===== config.mk =====
export PLATFORM = sky130hd
export DESIGN_NAME = oh_sleepctrl
export DESIGN_NICKNAME = d
export VERILOG_FILES = /design/src/rtl/oh_sleepctrl.sv
export SDC_FILE = /design/constraint.sdc
export NUM_CORES = 1
export LEC_CHECK = 0
export CORE_MARGIN = 5
export CORE_UTILIZATION = 30
export CTS_BUF_LIST = sky130_fd_sc_hd__clkbuf_8
export CTS_CLUSTER_DIAMETER = 80
export DETAILED_ROUTE_END_ITERATION = 10
export PLACE_DENSITY = 0.62
export RECOVER_POWER = 50
export SLEW_MARGIN = 20
export SYNTH_ARGS = -nofsm -noshare
export SYNTH_HDL_FRONTEND = slang
export SYNTH_SLANG_ARGS = --single-unit

===== constraint.sdc =====
create_clock -name clkin -period 5.9 [get_ports clkin]
set_input_delay 0.59 -clock clkin [delete_from_list [all_inputs] [get_ports clkin]]
set_output_delay 0.59 -clock clkin [all_outputs]
set_load 0.05 [all_outputs]

===== src/rtl/oh_sleepctrl.sv =====
// oh_sleepctrl: sleep-entry / sleep-exit sequencer for a gated core clock.
// Halts the core, waits for it to drain, drops clk_en, then wakes on an
// event edge or a timeout and holds the core halted for PD settle cycles.
//
// Ports:
//   clkin       free-running clock
//   nreset      asynchronous active-low reset
//   sleep_req   level request to enter sleep
//   wakeup      wakeup event levels (synchronous to clkin)
//   wake_mask   1 = event bit enabled as wakeup source
//   timer_en    enable timeout wakeup
//   timer_val   timeout value, sampled on SLEEP entry
//   core_idle   core has no outstanding work
//   core_halt   core must not issue new work
//   clk_en      clock-gate enable for the core clock
//   sleep_ack   high while in SLEEP
//   wake_cause  [N] = timer, [N-1:0] = event edges that ended sleep/drain
//   state       0 = ACTIVE, 1 = DRAIN, 2 = SLEEP, 3 = WAKE

module oh_sleepctrl #(
   parameter int N  = 5,
   parameter int CW = 16,
   parameter int PD = 4
) (
   input  logic          clkin,
   input  logic          nreset,
   input  logic          sleep_req,
   input  logic [N-1:0]  wakeup,
   input  logic [N-1:0]  wake_mask,
   input  logic          timer_en,
   input  logic [CW-1:0] timer_val,
   input  logic          core_idle,
   output logic          core_halt,
   output logic          clk_en,
   output logic          sleep_ack,
   output logic [N:0]    wake_cause,
   output logic [1:0]    state
);

   typedef enum logic [1:0] {
      ST_ACTIVE = 2'd0,
      ST_DRAIN  = 2'd1,
      ST_SLEEP  = 2'd2,
      ST_WAKE   = 2'd3
   } state_t;

   // Settle counter runs 0..PD-1 while in WAKE.
   localparam int SW = (PD > 1) ? $clog2(PD) : 1;
   localparam logic [SW-1:0] SETTLE_LAST = SW'(PD - 1);

   state_t        state_q, state_d;
   logic [N-1:0]  wake_prev_q, wake_prev_d;
   logic          armed_q, armed_d;
   logic [1:0]    idle_q, idle_d;
   logic [CW-1:0] timer_q, timer_d;
   logic [SW-1:0] settle_q, settle_d;
   logic [N:0]    cause_q, cause_d;
   logic          clk_en_q;
   logic          halt_q;
   logic          ack_q;

   logic [N-1:0]  evt_edge;
   logic          any_edge;
   logic          timeout;

   // Rising edges of enabled event inputs. History resets to 0, so a
   // level already high out of reset is seen as an edge.
   assign evt_edge = wakeup & ~wake_prev_q & wake_mask;
   assign any_edge = |evt_edge;
   assign timeout  = timer_en && (timer_q == '0);

   always_comb begin
      state_d     = state_q;
      wake_prev_d = wakeup;
      armed_d     = armed_q;
      idle_d      = idle_q;
      timer_d     = timer_q;
      settle_d    = settle_q;
      cause_d     = cause_q;

      // A low request re-arms; leaving DRAIN/SLEEP with the request
      // still high disarms, so a held request cannot loop into sleep.
      if (!sleep_req) begin
         armed_d = 1'b1;
      end

      unique case (state_q)
         ST_ACTIVE: begin
            if (sleep_req && armed_q) begin
               state_d = ST_DRAIN;
               cause_d = '0;
               idle_d  = '0;
            end
         end

         ST_DRAIN: begin
            if (any_edge) begin
               // Abort takes priority over idle completion.
               state_d = ST_ACTIVE;
               cause_d = {1'b0, evt_edge};
               armed_d = !sleep_req;
            end else if (!sleep_req) begin
               state_d = ST_ACTIVE;
            end else if (core_idle && (idle_q == 2'd1)) begin
               state_d = ST_SLEEP;
               timer_d = timer_val;
               idle_d  = 2'd2;
               armed_d = 1'b0;
            end else if (core_idle) begin
               idle_d = idle_q + 2'd1;
            end else begin
               idle_d = '0;
            end
         end

         ST_SLEEP: begin
            // Timer stops at 0; timeout fires there so it never wraps.
            if (timer_en && (timer_q != '0)) begin
               timer_d = timer_q - CW'(1);
            end
            if (any_edge || timeout) begin
               state_d  = ST_WAKE;
               cause_d  = {timeout, evt_edge};
               settle_d = '0;
               armed_d  = !sleep_req;
            end
         end

         ST_WAKE: begin
            if (settle_q == SETTLE_LAST) begin
               state_d = ST_ACTIVE;
            end else begin
               settle_d = settle_q + SW'(1);
            end
         end

         default: begin
            state_d = ST_ACTIVE;
         end
      endcase
   end

   // Outputs are registered from the next state so they switch together
   // with the state register and drive the clock gate from a flop.
   always_ff @(posedge clkin or negedge nreset) begin
      if (!nreset) begin
         state_q     <= ST_ACTIVE;
         wake_prev_q <= '0;
         armed_q     <= 1'b1;
         idle_q      <= '0;
         timer_q     <= '0;
         settle_q    <= '0;
         cause_q     <= '0;
         clk_en_q    <= 1'b1;
         halt_q      <= 1'b0;
         ack_q       <= 1'b0;
      end else begin
         state_q     <= state_d;
         wake_prev_q <= wake_prev_d;
         armed_q     <= armed_d;
         idle_q      <= idle_d;
         timer_q     <= timer_d;
         settle_q    <= settle_d;
         cause_q     <= cause_d;
         clk_en_q    <= (state_d != ST_SLEEP);
         halt_q      <= (state_d != ST_ACTIVE);
         ack_q       <= (state_d == ST_SLEEP);
      end
   end

   assign clk_en     = clk_en_q;
   assign core_halt  = halt_q;
   assign sleep_ack  = ack_q;
   assign wake_cause = cause_q;
   assign state      = state_q;

endmodule


# --- After elaboration in Yosys (flattened, before gate mapping) ---
# Cells that the tools add are included.
classes:
  n_mux: 31
  bitwise_logic: 3
  n_eq_ne: 15
  n_reduce_logical: 19
  addsub: 3
op_table:
  columns: ["op", "count"]
  rows:
  - ["16-bit two-way mux", 4]
  - ["16-bit case mux with 2 select lines", 1]
  - ["2-bit two-way mux", 13]
  - ["6-bit two-way mux", 3]
  - ["2-bit inequality test, second input constant", 9]
  - ["6-bit case mux with 3 select lines", 1]
  - ["16-bit zero test", 1]
  - ["16-bit nonzero test", 1]
  - ["16-bit by 1-bit subtractor with 16-bit output, second input constant", 1]
  - ["5-bit bitwise AND", 2]
  - ["2-bit == test, second input constant", 4]
  - ["2-bit case mux with 2 select lines", 2]
  - ["2-bit case mux with 4 select lines", 1]
  - ["4-bit AND reduction", 2]
  - ["2-bit nonzero test", 4]
  - ["1-bit two-way mux", 5]
  - ["5-bit inverter", 1]
  - ["5-bit AND reduction", 1]
  - ["5-bit OR reduction", 1]
  - ["2-bit by 1-bit adder with 2-bit output, second input constant", 2]
  - ["2-bit by 1-bit == test with 1-bit output, second input constant", 2]
  - ["1-bit logical AND", 4]
  - ["3-bit AND reduction", 1]
  - ["3-bit nonzero test", 1]
  - ["other kinds (4)", 4]
totals:
  out_inout_bits: 11
  ff_bits: 37
  wordCells: 81
  inputBits: 31

# --- Logic depth before layout (Yosys ltp) ---
depth:
  depth_word: 8
  ltp_mapped: 9

# --- Worst setup path after synthesis ---
# OpenSTA, ideal clock, no wires.
synth_path:
  path_type: "reg2reg"
  start: "register timer_q[0]"
  end: "register cause_q[0] (netlist: wake_cause[0])"
  synth_period_minus_slack_ns: 2.159
  n_path_buf: 0
  path_stages_with_launch: 8
  required_ns: 5.775
  arrival_time_ns: 2.034
  path_slack_ns: 3.741
  path_cell_list: "dfrtp_1 -> inv_1 -> ha_1 -> or4b_4 -> o41ai_4 -> and2_4 -> o21ai_4 -> mux2_4"
synth_via:
  elab_chain_len: 5
synth_rtl:
  columns: ["item", "line", "rtl"]
  rows:
  - ["start, declared", "55", "logic [CW-1:0] timer_q, timer_d;"]
  - ["start signal, assigned", "162", "timer_q <= timer_d;"]
  - ["16-bit zero test", "70", "assign timeout = timer_en && (timer_q == '0);"]
  - ["1-bit logical AND", "70", null]
  - ["1-bit logical OR", "121", "if (any_edge || timeout) begin"]
  - ["2-bit inequality test (no line)", null, null]
  - ["4-bit AND reduction (no line)", null, null]
  - ["end signal, assigned", "164", "cause_q <= cause_d;"]
  - ["end, declared", "57", "logic [N:0] cause_q, cause_d;"]
# Every way passes these cells.
# A chain may end at the register's enable or synchronous reset.

# --- Worst setup path after layout ---
layout_path:
  start: "input port wakeup[2]"
  end: "register idle_q[0]"
layout_via:
  elab_chain_len: 5
layout_rtl:
  columns: ["item", "line", "rtl"]
  rows:
  - ["start, declared", "28", "input logic [N-1:0] wakeup,"]
  - ["5-bit bitwise AND (2 in a row)", "68", "assign evt_edge = wakeup & ~wake_prev_q & wake_mask;"]
  - ["5-bit OR reduction", "69", "assign any_edge = |evt_edge;"]
  - ["2-bit inequality test (no line)", null, null]
  - ["4-bit AND reduction (no line)", null, null]
  - ["end signal, assigned", "161", "idle_q <= idle_d;"]
  - ["end, declared", "54", "logic [1:0] idle_q, idle_d;"]
# Every way passes these cells.

==> metrics <==
Synth top area share 0.363; Cell Int Power between 700 and 800 uW; Post-CTS Hold Buffers 0; Area contributors post-synth dfrtp_1, o21ai_0, ha_1; maximum vdd drop between 0.1 and 0.15 mV; power per cell area around 440 nW/um2; final net count 338; Worst-Margin Slew about 2.0 ns; synth unique cells 53; period utilization 0.446; global-route wire length before repair around 10 mm; Psw around 580 uW; global route overflow 0; Lkg Pwr 1.17 nW; Num CTS Buffers 5; initial core utilization 0.311; ys flop type dfrtp_1; diodes inserted 0; pre-CTS setup slack ~3.1 ns; WL met2 2.97 mm; DR DRC count 0; Vias around 2200; # setup viols final 0; Post-CTS Setup Inserts 0; DR WL/cell 15.3 um; RSZ-0062 raised after global routing false; number of core rows 32; clk_lat worst skew 0.29 ns; number of synthesized flops with an enable pin 0; clock-pin slew on the worst setup and hold paths 0.08 ns; Routability Congestion 0.899; post-detail-place hpwl around 4.6 mm; met3 WL post-DR between 300 and 400 um; Fill cells ~800; TritonCTS Sinks 37; die height around 100 um; R2R Path Start timer_q[8]; Final Critical Period around 2.6 ns; Reg power frac 0.333; synthesis-to-layout area growth 25.7%; DRT met1 WL 2.79 mm; Post-Syn Nets approximately 300; pin count of the biggest net entering global routing approximately 40; PostCTS Resize Cnt 0; Final ANT Viol Nets 0; Clock Skews approximately 0.0056 ns; core footprint between 7000 and 8000 um2; Hold Worst Slack slightly above 0.5 ns; Startpoint Class primary input; initial DRC count between 150 and 200; Synth Register Bits 37; fin cells roughly 400; combinational share of power 0.464; DRT Pass-1 Iters 4; CP required 6.08 ns; Clock power frac 0.203; max cap viols 1; setup TNS 0 ns; min-delay worst type flip-flop to flip-flop; Top Layer Used met4; CP max FO 11; DP Cell Count 394; CTS Buffer Depth 2; Mean Syn Cell Area slightly above 9 um2; GRT Total Usage 0.125; Synth Warn # 0; hold path startpoint idle_q[1]; initial antenna violation count 0; CP arrival ~2.8 ns; Die W between 90 and 100 um; share of layout cells above drive strength 1 0.113; vias in the first global route between 2000 and 2500; Critical path origin wakeup[2]; sequential area share after synthesis 0.385; critical path class primary input to flip-flop; final wirelength 6.17 mm; Port Buffers roughly 40; Max Fclk 380 MHz; failing checks max-capacitance violations, max-slew violations; die area between 9000 and 10000 um2; status finished, violations left; Critical Path End Type flip-flop; Slew Viols, Final 38; CTS tree yes; final hold viol count 0; Switching Share 0.432; setup slack after layout approximately 3.3 ns; drt via density ~5.5; cells after synthesis 264; Slew HR -0.331; synthesized cell area between 2000 and 2500 um2; Synth async-reset ratio 1.00; # H-tree levels 2; CTS Root Cell clkbuf_8; cell taking the most area after synthesis dfrtp_1; Top Ports 42
## metal layers
layer | vias up | track usage
li1 | 1066 | -
met1 | 1060 | 0.168
met2 | 63 | 0.197
met3 | 7 | 0.0281
met4 | 0 | 0.0462
met5 | - | 0
## Yosys cell counts (3+ instances only)
library cell,n
a21oi_1,19
or3b_2,3
nand3b_1,6
nand2_1,17
o41ai_1,4
mux2_4,6
nand4_1,4
nor4_1,5
o21ai_0,21
or4_1,4
or2_2,3
dfrtp_1,35
o22ai_1,3
inv_1,18
ha_1,8
o32ai_1,3
nand3_1,9
nor2_1,16
o211ai_1,5
o31ai_1,4
mux2i_1,3
nor3_1,13
clkbuf_1,13
## critical path: stages
cell	delay (ns)
dlygate4sd3_1	0.55
nand3b_1	0.12
nand3_1	0.32
or2_2	0.45
a211oi_1	0.39
mux2_2	0.38
## through the flow
step	area, um2	util	power, mW
final	3030	0.390	1.34
after global routing	3030	0.390	1.43
after CTS	3030	0.391	1.35
after detailed placement	2900	0.373	1.07
after global placement	2900	0.373	1.06
after floorplan	2410	-	0.894
## state kept, by name, indices dropped and copies added, names as in the netlist
signal	count
core_halt	1
idle_q	2
armed_q	1
state	2
wake_cause	6
clk_en	1
settle_q	2
wake_prev_q	5
timer_q	16
sleep_ack	1
## power by group through the flow
stage               clock network, mW  registers (mW)  logic (mW)
finish                          0.272           0.447       0.621
global route                    0.288           0.460       0.685
CTS                             0.279           0.444       0.624
detailed placement                  0           0.448       0.623
global placement                    0           0.446       0.609
floorplan                           0           0.487       0.407
## placed cells by master (no fill, tap or decap), types with 5 or more instances in the layout
master and count:
dfrtp_1 35, clkdlybuf4s50_1 35, nand2_1 17, clkbuf_8 5, nor3_1 13, nand3_1 9, mux2_4 6, dlygate4sd3_1 5
inv_1 18, nor2_1 16, o211ai_1 5, ha_1 8, o21ai_0 21, nand3b_1 6, a21oi_1 19, nor4_1 5
## final cells by class
| cell class | instances | area, um2 | area share |
|---|---|---|---|
| clock buffer | 5 | 68.8 | 0.0227 |
| tap | 102 | 128 | 0.0421 |
| timing repair buffer | 43 | 419 | 0.138 |
| inverter | 18 | 67.6 | 0.0223 |
| sequential | 37 | 928 | 0.306 |
| clock inverter | 3 | 68.8 | 0.0227 |
| multi-input combinational | 194 | 1350 | 0.446 |
## worst paths after layout
path / endpoint / slack (ns) / cells after the start
setup / recovery: idle_q[0] / 3.27 / 6
hold / removal: idle_q[1] / 0.51 / 1
setup reg to reg: timer_q[6] / 3.34 / 5
hold reg to reg: idle_q[1] / 0.51 / 1
max in group asynchronous: timer_q[3] / 3.90 / 1
min in group asynchronous: timer_q[12] / 0.84 / 1
## kinds of logic after synthesis
logic type,synth area share
fa+ha+maj,0.0415
flops,0.385
buf+inv,0.0549
mux,0.0591
simple gates,0.216
compound gates,0.244
(Power assumes the default switching activity.)
